## config.mk

```make
export PLATFORM = sky130hd
export DESIGN_NAME = cp0_intc
export DESIGN_NICKNAME = d
export VERILOG_FILES = /design/src/rtl/cp0_pkg.sv /design/src/rtl/cp0_timer.sv /design/src/rtl/cp0_intc.sv
export SDC_FILE = /design/constraint.sdc
export NUM_CORES = 1
export LEC_CHECK = 0
export BUFFER_PORTS_ARGS = -buffer_cell sky130_fd_sc_hd__buf_2
export CELL_PAD_IN_SITES_DETAIL_PLACEMENT = 1
export CELL_PAD_IN_SITES_GLOBAL_PLACEMENT = 2
export CORE_AREA = 2 2 191 99
export DETAILED_ROUTE_END_ITERATION = 7
export DIE_AREA = 0 0 193 101
export GPL_TIMING_DRIVEN = 0
export PLACE_DENSITY = 0.78
export SLEW_MARGIN = 20
export SYNTH_ARGS = -nofsm -noshare
export SYNTH_HDL_FRONTEND = slang
export SYNTH_HIERARCHICAL = 1
export SYNTH_SLANG_ARGS = --single-unit
```

## constraint.sdc

```tcl
create_clock -name i_clk -period 1.9 [get_ports i_clk]
set_clock_uncertainty 0.05 [all_clocks]
set_input_delay 0 -clock i_clk [delete_from_list [all_inputs] [get_ports i_clk]]
set_output_delay 0 -clock i_clk [all_outputs]
set_load 0.01 [all_outputs]
```

## src/rtl/cp0_pkg.sv

```systemverilog
// Shared CP0 definitions: exception vector offsets, interrupt exception code
// and the interrupt-line index type used by the interrupt controller.
package cp0_pkg;

  localparam logic [31:0] OFF_GENERAL = 32'h0000_0180;
  localparam logic [31:0] OFF_INT     = 32'h0000_0200;
  localparam logic [4:0]  EXCCODE_INT = 5'd0;

  // Line indices are carried at a fixed width wide enough for up to 32 lines.
  localparam int MAX_LINES = 32;
  typedef logic [$clog2(MAX_LINES)-1:0] int_line_t;

  function automatic int clog2_min1(input int n);
    return (n > 1) ? $clog2(n) : 1;
  endfunction

endpackage

```

## src/rtl/cp0_timer.sv

```systemverilog
// CP0 Count/Compare timer with a programmable prescaler and a sticky
// timer-interrupt flag that only a Compare write clears.
module cp0_timer
  import cp0_pkg::*;
#(
  parameter int CNT_W   = 32,
  parameter int CNT_DIV = 2
) (
  input  logic             i_clk,
  input  logic             i_reset,
  input  logic             i_count_we,
  input  logic [CNT_W-1:0] i_count_wd,
  input  logic             i_compare_we,
  input  logic [CNT_W-1:0] i_compare_wd,
  output logic [CNT_W-1:0] o_count,
  output logic [CNT_W-1:0] o_compare,
  output logic             o_ti
);

  localparam int              DIV_W    = clog2_min1(CNT_DIV);
  localparam logic [DIV_W-1:0] DIV_LAST = DIV_W'(CNT_DIV - 1);

  logic [DIV_W-1:0] r_div;
  logic [CNT_W-1:0] r_count;
  logic [CNT_W-1:0] r_compare;
  logic             r_ti;
  logic             w_tick;

  assign w_tick = (r_div == DIV_LAST);

  // A Count write restarts the prescaler phase and swallows that cycle's tick.
  always_ff @(posedge i_clk) begin
    if (i_reset) begin
      r_div     <= '0;
      r_count   <= '0;
      r_compare <= '0;
      r_ti      <= 1'b0;
    end else begin
      if (i_count_we) begin
        r_div   <= '0;
        r_count <= i_count_wd;
      end else if (w_tick) begin
        r_div   <= '0;
        r_count <= r_count + CNT_W'(1);
      end else begin
        r_div   <= r_div + DIV_W'(1);
      end

      if (i_compare_we) begin
        r_compare <= i_compare_wd;
      end

      if (i_compare_we) begin
        r_ti <= 1'b0;
      end else if (r_count == r_compare) begin
        r_ti <= 1'b1;
      end
    end
  end

  assign o_count   = r_count;
  assign o_compare = r_compare;
  assign o_ti      = r_ti;

endmodule

```

## src/rtl/cp0_intc.sv

```systemverilog
// CP0 interrupt controller: line sampling, masking, priority encoding, held
// request and vector offset. Define CP0_INTC_VINT_EN for vectored interrupts.
module cp0_intc
  import cp0_pkg::*;
#(
  parameter int          N_EXT       = 6,
  parameter int          N_SW        = 2,
  parameter int          CNT_W       = 32,
  parameter int          CNT_DIV     = 2,
  parameter logic [31:0] VEC_SPACING = 32'h20,
  localparam int         L           = N_SW + N_EXT,
  localparam int         LINE_W      = clog2_min1(L)
) (
  input  logic              i_clk,
  input  logic              i_reset,
  input  logic [N_EXT-1:0]  i_ext_int,
  input  logic              i_sw_ip_we,
  input  logic [N_SW-1:0]   i_sw_ip_wd,
  input  logic [L-1:0]      i_im,
  input  logic              i_ie,
  input  logic              i_exl,
  input  logic              i_iv,
  input  logic              i_count_we,
  input  logic [CNT_W-1:0]  i_count_wd,
  input  logic              i_compare_we,
  input  logic [CNT_W-1:0]  i_compare_wd,
  input  logic              i_take,
  output logic              o_int_req,
  output logic              o_int_taken,
  output logic [L-1:0]      o_ip,
  output logic              o_ti,
  output logic [CNT_W-1:0]  o_count,
  output logic [CNT_W-1:0]  o_compare,
  output logic [LINE_W-1:0] o_int_line,
  output logic [31:0]       o_vec_offset
);

  logic [N_EXT-1:0] r_ext_q;
  logic [N_SW-1:0]  r_sw_q;
  logic             r_held;
  logic             w_ti;
  logic [L-1:0]     w_ip;
  logic [L-1:0]     w_pend;
  logic             w_irq;
  int_line_t        w_line;

  cp0_timer #(
    .CNT_W   (CNT_W),
    .CNT_DIV (CNT_DIV)
  ) u_timer (
    .i_clk        (i_clk),
    .i_reset      (i_reset),
    .i_count_we   (i_count_we),
    .i_count_wd   (i_count_wd),
    .i_compare_we (i_compare_we),
    .i_compare_wd (i_compare_wd),
    .o_count      (o_count),
    .o_compare    (o_compare),
    .o_ti         (w_ti)
  );

  always_ff @(posedge i_clk) begin
    if (i_reset) begin
      r_ext_q <= '0;
      r_sw_q  <= '0;
    end else begin
      r_ext_q <= i_ext_int;
      if (i_sw_ip_we) begin
        r_sw_q <= i_sw_ip_wd;
      end
    end
  end

  // The request stays held until a commit slot takes it, even if the source drops.
  always_ff @(posedge i_clk) begin
    if (i_reset) begin
      r_held <= 1'b0;
    end else if (i_take) begin
      r_held <= 1'b0;
    end else if (w_irq) begin
      r_held <= 1'b1;
    end
  end

  always_comb begin
    w_ip        = {r_ext_q, r_sw_q};
    w_ip[L-1]   = w_ip[L-1] | w_ti;
    w_pend      = w_ip & i_im;
    w_irq       = i_ie && !i_exl && (|w_pend);
    w_line      = '0;
    for (int i = 0; i < L; i++) begin
      if (w_pend[i]) begin
        w_line = int_line_t'(i);
      end
    end
  end

  always_comb begin
    o_vec_offset = OFF_GENERAL;
`ifdef CP0_INTC_VINT_EN
    if (i_iv) begin
      o_vec_offset = OFF_INT + (32'(w_line) * VEC_SPACING);
    end
`else
    if (i_iv) begin
      o_vec_offset = OFF_INT;
    end
`endif
  end

  assign o_int_req   = w_irq || r_held;
  assign o_int_taken = o_int_req && i_take;
  assign o_ip        = w_ip;
  assign o_ti        = w_ti;
  assign o_int_line  = w_line[LINE_W-1:0];

endmodule

```

# [Word-level counts from Yosys, hierarchy flattened]
# Cells that the tools add are included.
[totals] regBits=75 latch_bits=0 ram_bits=0 romBits=0 in_bits=89 out_inout_bits=110 word_cells=32 mem_count=0
[op_classes] add_sub_neg=2 mul=0 div=0 n_lt_le_gt_ge=0 n_eq_ne=1 shifts=0 n_mux=10 n_bitwise=2 n_reduce_logical=10
[op_table] op="$mux W32" n=2
[op_table] op="$add A32 B1 Y32 const B" n=1
[op_table] op="$eq A32 B32 Y1" n=1
[op_table] op="$mux W3" n=6
[op_table] op="$mux W10" n=1
[op_table] op="$and A8 B8 Y8" n=1
[op_table] op="$reduce_or A8 Y1" n=1
[op_table] op="$reduce_or A2 Y1" n=2
[op_table] op="$logic_and A1 B1 Y1" n=3
[op_table] op="$reduce_or A3 Y1" n=1
[op_table] op="$reduce_bool A2 Y1" n=1
[op_table] op="$add A1 B1 Y1 const B" n=1
[op_table] op="$logic_not A1 Y1" n=1
[op_table] op="$logic_or A1 B1 Y1" n=1
[op_table] op="$mux W1" n=1
[op_table] op="$or A1 B1 Y1" n=1

# [Longest topological paths before layout]
# Gate-level depths: netlist (run 1).
[depth] ltp_word=9 mapped_depth=7 depth_no_buf=6

# [Hierarchy]
# Netlist (run 1), hierarchy kept.
[by_module_without_submodules] module="cp0_timer" n_inst=1 cells_each=378 area_per_inst_um2=3348.2 seq_area_each_um2=1321.3
[by_module_without_submodules] module="cp0_intc" n_inst=1 cells_each=81 area_per_inst_um2=678.2 seq_area_each_um2=180.2

# [Worst setup path after synthesis (run 1)]
# No wires, ideal clock.
[synth_path] kind="reg2reg" startpoint="register u_timer.r_count[2] (netlist: u_timer/o_count[2])" endpoint="register u_timer.r_count[27] (netlist: u_timer/o_count[27])" setup_ps=91 t_arrival_ps=1798 t_required_ps=1759 slack_ps=-39 path_stages_with_launch=7 path_buffers=1 period_less_slack_ps=1939 path_cell_list="dfxtp_1 > buf_4 > nand4_2 > nor4_4 > nand3_2 > or3_1 > a311oi_1"
[synth_via] elab_chain_cells=3
[synth_rtl] item="start: declaration" line_no="cp0_timer.sv:24" text="logic [CNT_W-1:0] r_count;"
[synth_rtl] item="start signal: assignment" line_no="cp0_timer.sv:41" text="r_count <= i_count_wd;"
[synth_rtl] item="start signal: assignment" line_no="cp0_timer.sv:44" text="r_count <= r_count + CNT_W'(1);"
[synth_rtl] item="$add A32 B1 Y32" line_no="cp0_timer.sv:44"
[synth_rtl] item="$mux W32" line_no="cp0_timer.sv:42" text="end else if (w_tick) begin"
[synth_rtl] item="$mux W32" line_no="cp0_timer.sv:39" text="if (i_count_we) begin"
# Every way passes these cells. The select of a mux whose other input is x is not followed.
# A chain may end at the register's enable or synchronous reset.

# [Final worst setup path (run 1)]
[layout_path] startpoint="register u_timer.r_count[6] (netlist: u_timer/o_count[6])" endpoint="register u_timer.r_count[27] (netlist: u_timer/o_count[27])"
# Same word-level chain as after synthesis.

==> results.rst, run 1 <==
.. list-table::
   :header-rows: 1

   * - Metric
     - Value
   * - Proportion of layout cells with a drive suffix above 1
     - 36.2%
   * - Core Box Area
     - 0.0180 mm²
   * - Distinct cell type count of the synthesized netlist
     - 46
   * - Pre-CTS worst setup slack
     - -0.624 ns
   * - Placed Cells incl. Taps
     - 895
   * - Ordered list of cells on the worst path
     - nand4_4, nor4_4, buf_4, nand3_4, or3_1, a311oi_2
   * - Switching pwr
     - 1.26 mW
   * - Final setup vio count
     - 0
   * - Antenna cell count
     - 0
   * - WP data arrival
     - 2.05 ns
   * - Sum of overflow across all layers after global routing
     - 0
   * - Class of the worst hold path
     - in -> reg
   * - TritonCTS Buffers
     - 9
   * - Drt wl/cell
     - 16.9 µm
   * - Relative slew margins
     - 43.2%
   * - Min setup slack post-route
     - 0.0476 ns
   * - Filler Cells Inserted
     - 2182
   * - Starting density of the core
     - 22.4%
   * - Clock tree from TritonCTS
     - built
   * - Average footprint of a synthesized cell
     - 8.77 µm²
   * - Die outline width
     - 193 µm
   * - RSZ-0062 raised after global routing
     - true
   * - Nets@finish
     - 852
   * - Timing-limited maximum frequency
     - 0.540 GHz
   * - Proportion of power drawn by the clock network
     - 42.2%
   * - Hold violation count in the final report
     - 1
   * - Antenna violations before repair
     - 0
   * - Number of instances in the synthesized netlist
     - 459
   * - Via count of the first global-routing pass
     - 4466
   * - Max Cap Viol
     - 0
   * - Cell types with the largest area share after synthesis
     - sky130_fd_sc_hd__dfxtp_1 37%, sky130_fd_sc_hd__xnor2_1 12%, sky130_fd_sc_hd__mux2i_1 9.9%
   * - Total iterations of the first detailed-routing run
     - 5
   * - I/O pin count
     - 199
   * - Fin crit share
     - 97.5%
   * - Gp weighted congestion
     - 0.811
   * - Sink count of the clock tree
     - 75
   * - Number of pins with negative max-slew slack in the final report
     - 0
   * - Synth Cell Area
     - 0.00403 mm²
   * - Vias after detailed routing
     - 4398
   * - Dpl hpwl
     - 12.7 mm
   * - Fin crit period
     - 1.85 ns
   * - WS Path Type
     - reg -> reg
   * - Clock slew seen by the registers of the worst setup and hold paths
     - 0.06 ns
   * - Via density per instance
     - 4.37
   * - Fraction of the yosys area taken by sequential cells
     - 37.3%
   * - Cell family with most CP delay
     - simple AND/OR/NAND/NOR gates
   * - VDD IR-drop max
     - 0.427 mV
   * - Switching share of power
     - 26.4%
   * - Least-Margin Pin Slew
     - 0.853 ns
   * - Pwr Density
     - 716 mW/mm²
   * - Post-DRT Antenna Nets
     - 0
   * - H-tree lvl count
     - 3
   * - Largest driver fanout on the critical path
     - 5
   * - Area share of the largest cell type after synthesis
     - 37.3%
   * - Failing checks
     - negative hold slack
   * - Internal cell power
     - 3.53 mW
   * - Synth Register Bits
     - 75
   * - CP bufs+invs
     - 1
   * - Share of flip-flops with an asynchronous set or reset
     - 0%
   * - Final standard cell count with taps included and fillers excluded
     - 1006
   * - Kind of capture point of the worst setup path
     - flip-flop
   * - Req. time, crit path
     - 2.10 ns
   * - Area of the die
     - 0.0195 mm²
   * - Maximum number of pins on one net before global-route repair
     - 15
   * - Reg power frac
     - 37.9%
   * - Comb power frac
     - 19.9%
   * - Post-Route Hold Slack
     - -0.00415 ns
   * - Delay of the slowest cell on the worst path
     - 0.45 ns
   * - Leak Pwr
     - 3.17 nW
   * - Synth-to-Final Area Change
     - 66.1%
   * - Cell accounting for the most synthesized area
     - sky130_fd_sc_hd__dfxtp_1
   * - Setup_tns
     - 0 ns
   * - Total number of yosys warnings
     - 6
   * - Number of I/O port buffers
     - 168
   * - Std-Cell Rows
     - 35
   * - Maximum buffer depth of the clock tree
     - 2
   * - Skew-Pair Late Insertion Delay
     - 0.34 ns
   * - First-pass GRT wire length
     - 25.4 mm
   * - DRC Markers
     - 0
   * - Cell at the root of the clock tree
     - sky130_fd_sc_hd__clkbuf_16
   * - Die Y
     - 101 µm
   * - Post-synth EDFFs
     - 0
   * - Final Routed Wirelength
     - 17.0 mm
   * - Top FF cell, synth
     - sky130_fd_sc_hd__dfxtp_1
   * - Outcome
     - finished, violations left
   * - Combined global-route utilization of all metal layers
     - 17.3%
   * - Drt first-iter violations
     - 208
   * - Library cell contributing the largest single delay on the critical path
     - sky130_fd_sc_hd__dfxtp_2
   * - Critical Path Source Type
     - flip-flop
[area by class of cell]
class | instances | area, µm² | share of cell area (%)
clock inverters | 4 | 97.6 | 1.46
inverters | 18 | 67.6 | 1.01
repair buffers | 266 | 1780 | 26.6
multi-input cells | 334 | 2260 | 33.8
plain buffers | 58 | 388 | 5.80
clock buffers | 11 | 253 | 3.78
well taps | 240 | 300 | 4.49
flip-flops and latches | 75 | 1540 | 23.0
[layer usage]
layer / wire length, µm / GRT usage (%)
met1: 8320 / 23.8
met2: 7360 / 27.5
met3: 1150 / 4.59
met4: 133 / 3.26
met5: 0 / 0
[metrics by stage]
stage | total power [mW] | cell area [µm²] | utilization, % | hold WS (ns)
floorplan | 2.27 | 4140 | - | 0.00105
detailed placement | 2.64 | 5280 | 29.4 | 0.153
finish | 4.79 | 6690 | 37.2 | -0.00415
global route | 5.03 | 6690 | 37.2 | 0.0119
global placement | 2.61 | 5280 | 29.4 | 0.144
CTS | 4.83 | 6570 | 36.6 | 0.000509
[flip-flops by register name, indices dropped and copies added (netlist names)]
register	cells
u_timer/o_count	32
u_timer/o_ti	1
r_ext_q	6
r_sw_q	2
r_held	1
u_timer/r_div	1
u_timer/o_compare	32
[cell usage in the layout, fill, tap and decap left out, drive strengths merged, types with 3 or more instances in the layout]
cell and n:
nand3 10, clkbuf 23, and4 5, conb 29, inv 18, a21oi 27
nand2 21, dfxtp 75, nand4 24, xor2 7, and3 5, xnor2 53
buf 230, mux2i 40, dlygate4sd3 82, o21a 15, nor3 8, nor2b 7
o21ai 4, nor4 4, bufinv 3, nor2 56
[Yosys cell counts (2+ instances only)]
library cell and number:
sky130_fd_sc_hd__a211oi_1 2, sky130_fd_sc_hd__a21oi_1 26, sky130_fd_sc_hd__a31oi_1 2, sky130_fd_sc_hd__and2_1 2, sky130_fd_sc_hd__and3_1 4, sky130_fd_sc_hd__and4_1 4, sky130_fd_sc_hd__buf_1 7, sky130_fd_sc_hd__buf_2 3
sky130_fd_sc_hd__buf_4 38, sky130_fd_sc_hd__clkbuf_1 12, sky130_fd_sc_hd__dfxtp_1 75, sky130_fd_sc_hd__inv_1 18, sky130_fd_sc_hd__mux2i_1 40, sky130_fd_sc_hd__nand2_1 21, sky130_fd_sc_hd__nand3_1 9, sky130_fd_sc_hd__nand4_1 22
sky130_fd_sc_hd__nor2_1 56, sky130_fd_sc_hd__nor2b_1 7, sky130_fd_sc_hd__nor3_1 7, sky130_fd_sc_hd__nor4_1 3, sky130_fd_sc_hd__o21a_1 15, sky130_fd_sc_hd__o21ai_0 4, sky130_fd_sc_hd__xnor2_1 53, sky130_fd_sc_hd__xor2_1 7
[power groups by stage]
stage	clock, mW	combinational, mW	sequential (mW)
2_1_floorplan	0	0.430	1.84
3_3_place_gp	0	0.776	1.84
3_5_place_dp	0	0.790	1.85
4_1_cts	2.08	0.932	1.81
5_1_grt	2.15	1.05	1.83
6_report	2.02	0.954	1.82
[logic make-up (layout without fill, tap and decap cells)]
| family | count (synthesis) | after routing | synth area share, % |
|---|---|---|---|
| other | 1 | 29 | 0.0931 |
| AOI/OAI and AO/OA | 57 | 57 | 9.04 |
| and+or+nand+nor | 147 | 147 | 19.4 |
| xor gates and xnor gates | 60 | 60 | 13.1 |
| buffers and inverters | 78 | 357 | 10.9 |
| adders and majority gates | 1 | 1 | 0.311 |
| DFF | 75 | 75 | 37.3 |
| muxes | 40 | 40 | 9.94 |
[worst paths after layout]
check	slack (ns)	startpoint	cells past startpoint	endpoint
worst min-delay path	-0.004	i_reset	2	r_ext_q[5]
worst min register to register	0.50	u_timer/o_compare[31]	2	u_timer/o_compare[31]
worst max register to register	0.05	u_timer/o_count[6]	6	u_timer/o_count[27]
worst max-delay path	0.05	u_timer/o_count[6]	6	u_timer/o_count[27]
[what timing repair did]
| action | 4_1_cts | 5_1_grt |
|---|---|---|
| setup buffers | 7 | 9 |
| pin swaps | 4 | 4 |
| endpoints found under the setup margin | 21 | 21 |
| hold buffers | 82 | 0 |
| resized for setup | 19 | 25 |
| endpoints found under the hold margin | 73 | 0 |
(Power assumes the default switching activity.)
==> inputs of run 2 (changes only) <==
- GPL_TIMING_DRIVEN: 0 -> default
==> results.rst, run 2 (synthesis gave the netlist of run 1 again) <==
.. list-table::
   :header-rows: 1

   * - Metric
     - Value
   * - Delay of the slowest cell on the worst path
     - 0.38 ns
   * - Worst flop-to-flop path endpoint
     - u_timer/o_count[27]
   * - Fin crit period
     - 1.83 ns
   * - TritonCTS Buffers
     - 9
   * - VDD IR-drop max
     - 0.415 mV
   * - Vias after detailed routing
     - 4157
   * - Class of the worst hold path
     - in -> reg
   * - Synth-to-Final Area Change
     - 55.7%
   * - Max Cap Viol
     - 0
   * - Antenna cell count
     - 0
   * - I/O pin count
     - 199
   * - Number of pins with negative max-slew slack in the final report
     - 0
   * - RSZ-0062 raised after global routing
     - true
   * - Final Routed Wirelength
     - 16.2 mm
   * - Kind of capture point of the worst setup path
     - flip-flop
   * - WHS Path Cells
     - 2
   * - Final setup vio count
     - 0
   * - DRC Markers
     - 0
   * - Gp weighted congestion
     - 0.850
   * - Req. time, crit path
     - 2.10 ns
   * - Critical Path Source Type
     - flip-flop
   * - Placement-stage cell area
     - 0.00518 mm²
   * - FF-to-FF Start
     - u_timer/o_count[2]
   * - Maximum buffer depth of the clock tree
     - 2
   * - Dpl hpwl
     - 12.4 mm
   * - Post-DRT Antenna Nets
     - 0
   * - Cell at the root of the clock tree
     - sky130_fd_sc_hd__clkbuf_16
   * - End point of the worst hold path
     - u_timer/o_compare[30]
   * - Most common library cell in the layout ignoring fill and taps
     - sky130_fd_sc_hd__buf_2
   * - Pre-CTS worst setup slack
     - 0.0761 ns
   * - Fin crit share
     - 96.3%
   * - Combined global-route utilization of all metal layers
     - 16.5%
   * - Relative slew margins
     - 60.9%
   * - Core Box Area
     - 0.0180 mm²
   * - Area of the die
     - 0.0195 mm²
   * - Sequential cell area
     - 0.00151 mm²
   * - Min setup slack post-route
     - 0.0712 ns
   * - Proportion of layout cells with a drive suffix above 1
     - 32.4%
   * - Filler Cells Inserted
     - 2145
   * - Via density per instance
     - 4.32
   * - Die outline width
     - 193 µm
   * - Antenna violations before repair
     - 0
   * - Clock slew seen by the registers of the worst setup and hold paths
     - 0.06 ns
   * - First-pass GRT wire length
     - 24.0 mm
   * - Least-Margin Pin Slew
     - 0.586 ns
   * - Drt first-iter violations
     - 115
   * - Pwr Density
     - 711 mW/mm²
   * - Placed Cells incl. Taps
     - 869
   * - Clock tree from TritonCTS
     - built
   * - Die Y
     - 101 µm
   * - Final standard cell count with taps included and fillers excluded
     - 963
   * - Sum of overflow across all layers after global routing
     - 0
   * - Maximum number of pins on one net before global-route repair
     - 61
   * - Internal reg-to-reg setup slack
     - 0.07 ns
   * - Outcome
     - finished clean
   * - Total iterations of the first detailed-routing run
     - 4
   * - Std-Cell Rows
     - 35
   * - Drt wl/cell
     - 16.8 µm
   * - Nets@finish
     - 808
   * - Timing-limited maximum frequency
     - 0.547 GHz
   * - Startpoint of the tightest hold check path
     - i_reset
   * - Leak Pwr
     - 2.94 nW
   * - Starting density of the core
     - 22.4%
   * - Total power
     - 4.46 mW
   * - Ordered list of cells on the worst path
     - nand4_2, nor4_4, nand3_2, or3_1, a311oi_1
   * - Cell depth of the worst flop-to-flop path
     - 5
   * - Sink count of the clock tree
     - 75
   * - Leading cell types in the layout, fill and taps excluded
     - 169 x sky130_fd_sc_hd__buf_2, 77 x sky130_fd_sc_hd__dlygate4sd3_1, 72 x sky130_fd_sc_hd__dfxtp_1
   * - H-tree lvl count
     - 3
   * - Multi-input gate area in the final layout
     - 0.00220 mm²
   * - WS Path Type
     - reg -> reg
   * - Largest driver fanout on the critical path
     - 3
   * - Number of I/O port buffers
     - 169
   * - Hold violation count in the final report
     - 0
   * - Skew-Pair Late Insertion Delay
     - 0.34 ns
   * - WP data arrival
     - 2.02 ns
   * - Library cell contributing the largest single delay on the critical path
     - sky130_fd_sc_hd__dfxtp_1
   * - Via count of the first global-routing pass
     - 4354
   * - Post-route cell area
     - 0.00627 mm²
[run 2: cell types whose count changed in the layout (fill, tap and decap cells not counted), moves of 2 or more]
cell,before,now
sky130_fd_sc_hd__buf_1,6,0
sky130_fd_sc_hd__buf_12,0,2
sky130_fd_sc_hd__buf_4,52,32
sky130_fd_sc_hd__buf_6,4,0
sky130_fd_sc_hd__bufinv_16,3,1
sky130_fd_sc_hd__clkbuf_1,10,1
sky130_fd_sc_hd__clkinv_2,0,3
sky130_fd_sc_hd__dfxtp_1,57,72
sky130_fd_sc_hd__dfxtp_2,12,3
sky130_fd_sc_hd__dfxtp_4,6,0
sky130_fd_sc_hd__dlygate4sd3_1,82,77
[run 2: per-layer routing]
metal,vias to the layer above,GRT usage (%),part of all wire (%)
met5,-,0,0
met4,0,2.80,0.37
met3,7,5.26,8.1
met2,148,26.5,43
met1,1987,21.9,49
li1,2015,-,-
[run 2: layout make-up]
| type | count | area share (%) |
|---|---|---|
| multi-input combinational | 334 | 35.1 |
| clock inverter | 5 | 0.838 |
| timing repair buffer | 280 | 30.3 |
| sequential | 75 | 24.0 |
| tap | 240 | 4.79 |
| clock buffer | 11 | 3.87 |
| inverter | 18 | 1.08 |
[run 2: worst max path at each step]
stage                                endpoint  cells past startpoint                 from
after floorplan           u_timer/o_count[27]                      6   u_timer/o_count[3]
after global placement           u_timer/o_ti                      5  u_timer/o_count[24]
after detailed placement  u_timer/o_count[27]                      5   u_timer/o_count[0]
after CTS                 u_timer/o_count[27]                      5  u_timer/o_count[10]
after global routing      u_timer/o_count[28]                      6  u_timer/o_count[19]
final                     u_timer/o_count[27]                      5   u_timer/o_count[2]
[run 2: what timing repair did]
action	in CTS	in global routing
hold buffers	77	0
gates resized for setup	0	4
endpoints found under the setup margin	0	7
hold endpoints to repair	73	0
buffers inserted	0	1
[run 2: power breakdown]
group | internal [mW] | switching (mW) | leakage [nW]
clock | 1.05 | 0.694 | 0.145
combinational | 0.470 | 0.470 | 2.17
sequential | 1.67 | 0.106 | 0.622
[run 2: metrics by stage]
step / util (%) / setup TNS (ns) / hold slack (ns)
after detailed placement: 28.9 / 0 / 0.149
final: 34.9 / 0 / 0.0182
after floorplan: - / 0 / 0.00105
after global routing: 34.9 / -0.0294 / 0.0471
after global placement: 28.9 / 0 / 0.146
after CTS: 34.8 / 0 / 0.000194
[run 2: critical path, delay by kind of cell (launching register included)]
kind	cells	cell delay [ns]
flops	1	0.38
compound gates	1	0.29
simple gates	4	1.02
==> inputs of run 3 (changes only) <==
- PLACE_DENSITY: 0.78 -> 0.8
==> results.rst, run 3 (synthesis gave the netlist of run 1 again) <==
.. list-table::
   :header-rows: 1

   * - Metric
     - Value
   * - Filler Cells Inserted
     - 2174
   * - Gp weighted congestion
     - 0.806
   * - Total iterations of the first detailed-routing run
     - 4
   * - Sink count of the clock tree
     - 75
   * - Placement-stage cell area
     - 0.00520 mm²
   * - Skew-Pair Late Insertion Delay
     - 0.35 ns
   * - Vias after detailed routing
     - 4150
   * - Number of I/O port buffers
     - 169
   * - Largest driver fanout on the critical path
     - 4
   * - Via count of the first global-routing pass
     - 4205
   * - Placed Cells incl. Taps
     - 874
   * - Drt wl/cell
     - 16.2 µm
   * - Starting density of the core
     - 22.4%
   * - Routed wl met2
     - 6.42 mm
   * - Sum of overflow across all layers after global routing
     - 0
   * - Crit path capture
     - u_timer/o_count[27]
   * - I/O pin count
     - 199
   * - Post-DRT Antenna Nets
     - 0
   * - Req. time, crit path
     - 2.10 ns
   * - Core Box Area
     - 0.0180 mm²
   * - Outcome
     - finished clean
   * - Internal reg-to-reg setup slack
     - 0.06 ns
   * - Max Cap Viol
     - 0
   * - Highest layer used for signal routing
     - met4
   * - Timing-limited maximum frequency
     - 0.542 GHz
   * - Proportion of layout cells with a drive suffix above 1
     - 32.4%
   * - TritonCTS Buffers
     - 9
   * - H-tree lvl count
     - 3
   * - Die outline width
     - 193 µm
   * - Routed length on met1
     - 7.96 mm
   * - Maximum buffer depth of the clock tree
     - 2
   * - Multi-input gate area in the final layout
     - 0.00221 mm²
   * - Final setup vio count
     - 0
   * - Post-route cell area
     - 0.00635 mm²
   * - Leading cell types in the layout, fill and taps excluded
     - 169 x sky130_fd_sc_hd__buf_2, 77 x sky130_fd_sc_hd__dlygate4sd3_1, 73 x sky130_fd_sc_hd__dfxtp_1
   * - Synth-to-Final Area Change
     - 57.6%
   * - Area of the die
     - 0.0195 mm²
   * - Most common library cell in the layout ignoring fill and taps
     - sky130_fd_sc_hd__buf_2
   * - Final standard cell count with taps included and fillers excluded
     - 969
   * - VDD IR-drop max
     - 0.403 mV
   * - Via density per instance
     - 4.28
   * - Fin crit period
     - 1.84 ns
   * - RSZ-0062 raised after global routing
     - false
   * - Cell at the root of the clock tree
     - sky130_fd_sc_hd__clkbuf_16
   * - Least-Margin Pin Slew
     - 0.510 ns
   * - Dpl hpwl
     - 11.9 mm
   * - Setup crit start
     - u_timer/o_count[1]
   * - Std-Cell Rows
     - 35
   * - Worst flop-to-flop path endpoint
     - u_timer/o_count[27]
   * - Combined global-route utilization of all metal layers
     - 16.2%
   * - Hold violation count in the final report
     - 0
   * - Sequential cell area
     - 0.00150 mm²
   * - Nets@finish
     - 813
   * - Kind of capture point of the worst setup path
     - flip-flop
   * - Met3 WL post-DR
     - 1.20 mm
   * - Leak Pwr
     - 2.98 nW
   * - Cell depth of the worst flop-to-flop path
     - 6
   * - FF-to-FF Start
     - u_timer/o_count[1]
   * - Ordered list of cells on the worst path
     - nand4_4, nor4_4, buf_4, nand3_2, or3_1, a311oi_1
   * - Pwr Density
     - 745 mW/mm²
   * - Pre-CTS worst setup slack
     - 0.0611 ns
   * - Relative slew margins
     - 65.7%
   * - Library cell contributing the largest single delay on the critical path
     - sky130_fd_sc_hd__dfxtp_1
   * - Antenna violations before repair
     - 1
   * - WP data arrival
     - 2.05 ns
   * - Die Y
     - 101 µm
   * - First-pass GRT wire length
     - 23.6 mm
   * - Clock tree from TritonCTS
     - built
   * - Number of pins with negative max-slew slack in the final report
     - 0
   * - Maximum number of pins on one net before global-route repair
     - 38
   * - Class of the worst hold path
     - in -> reg
   * - DRC Markers
     - 0
   * - Setup_tns
     - 0 ns
   * - Drt first-iter violations
     - 140
   * - WS Path Type
     - reg -> reg
   * - Min setup slack post-route
     - 0.0560 ns
   * - Startpoint of the tightest hold check path
     - i_count_we
   * - Clock slew seen by the registers of the worst setup and hold paths
     - 0.06 ns
   * - Final Routed Wirelength
     - 15.7 mm
   * - Fin crit share
     - 97.1%
   * - Critical Path Source Type
     - flip-flop
   * - Delay of the slowest cell on the worst path
     - 0.46 ns
   * - Post-Route Hold Slack
     - 0.0522 ns
==> run 3: cell type report <==
cell class,instances,area share [%]
diodes,1,0.0394
clock buffers,12,3.88
clock inverters,4,1.54
inverters,18,1.06
multi-input cells,334,34.8
flip-flops and latches,75,23.7
well taps,240,4.73
repair buffers,285,30.3
==> run 3: per-layer routing <==
| layer | vias to the layer above | track usage [%] |
|---|---|---|
| li1 | 2015 | - |
| met1 | 1982 | 22.8 |
| met2 | 140 | 23.9 |
| met3 | 13 | 5.33 |
| met4 | 0 | 3.15 |
| met5 | - | 0 |
==> run 3: worst min-delay path by stage <==
stage                                to  slack [ns]  depth (start not counted)
finish              u_timer/o_count[29]        0.05                          3
global route        u_timer/o_count[29]        0.06                          3
CTS                 u_timer/o_count[29]        0.03                          3
detailed placement      o_vec_offset[9]        0.15                          2
global placement        o_vec_offset[9]        0.15                          2
floorplan               o_vec_offset[7]       0.001                          1
==> run 3: stage by stage <==
step | util [%] | power [mW]
after floorplan | - | 2.27
after global placement | 29.0 | 2.61
after detailed placement | 29.0 | 2.62
after CTS | 35.2 | 4.79
after global routing | 35.3 | 4.96
final | 35.3 | 4.73
==> run 3: power breakdown <==
part           total [mW]  leakage (nW)  switching (mW)  internal [mW]
clock network        2.02         0.163           0.695           1.32
logic               0.936          2.19           0.461          0.475
registers            1.78         0.621           0.104           1.67
==> run 3: repair_timing <==
action	4_1_cts	5_1_grt
setup endpoints to repair	0	5
resized for setup	0	3
hold buffers	77	0
setup buffers	0	1
hold endpoints to repair	73	0
==> run 3: worst max-delay path: cells and delay by family, from the launching register on <==
family          cells  cell delay (ns)
simple gates        4             0.82
flops               1             0.46
buf+inv             1             0.18
compound gates      1             0.24
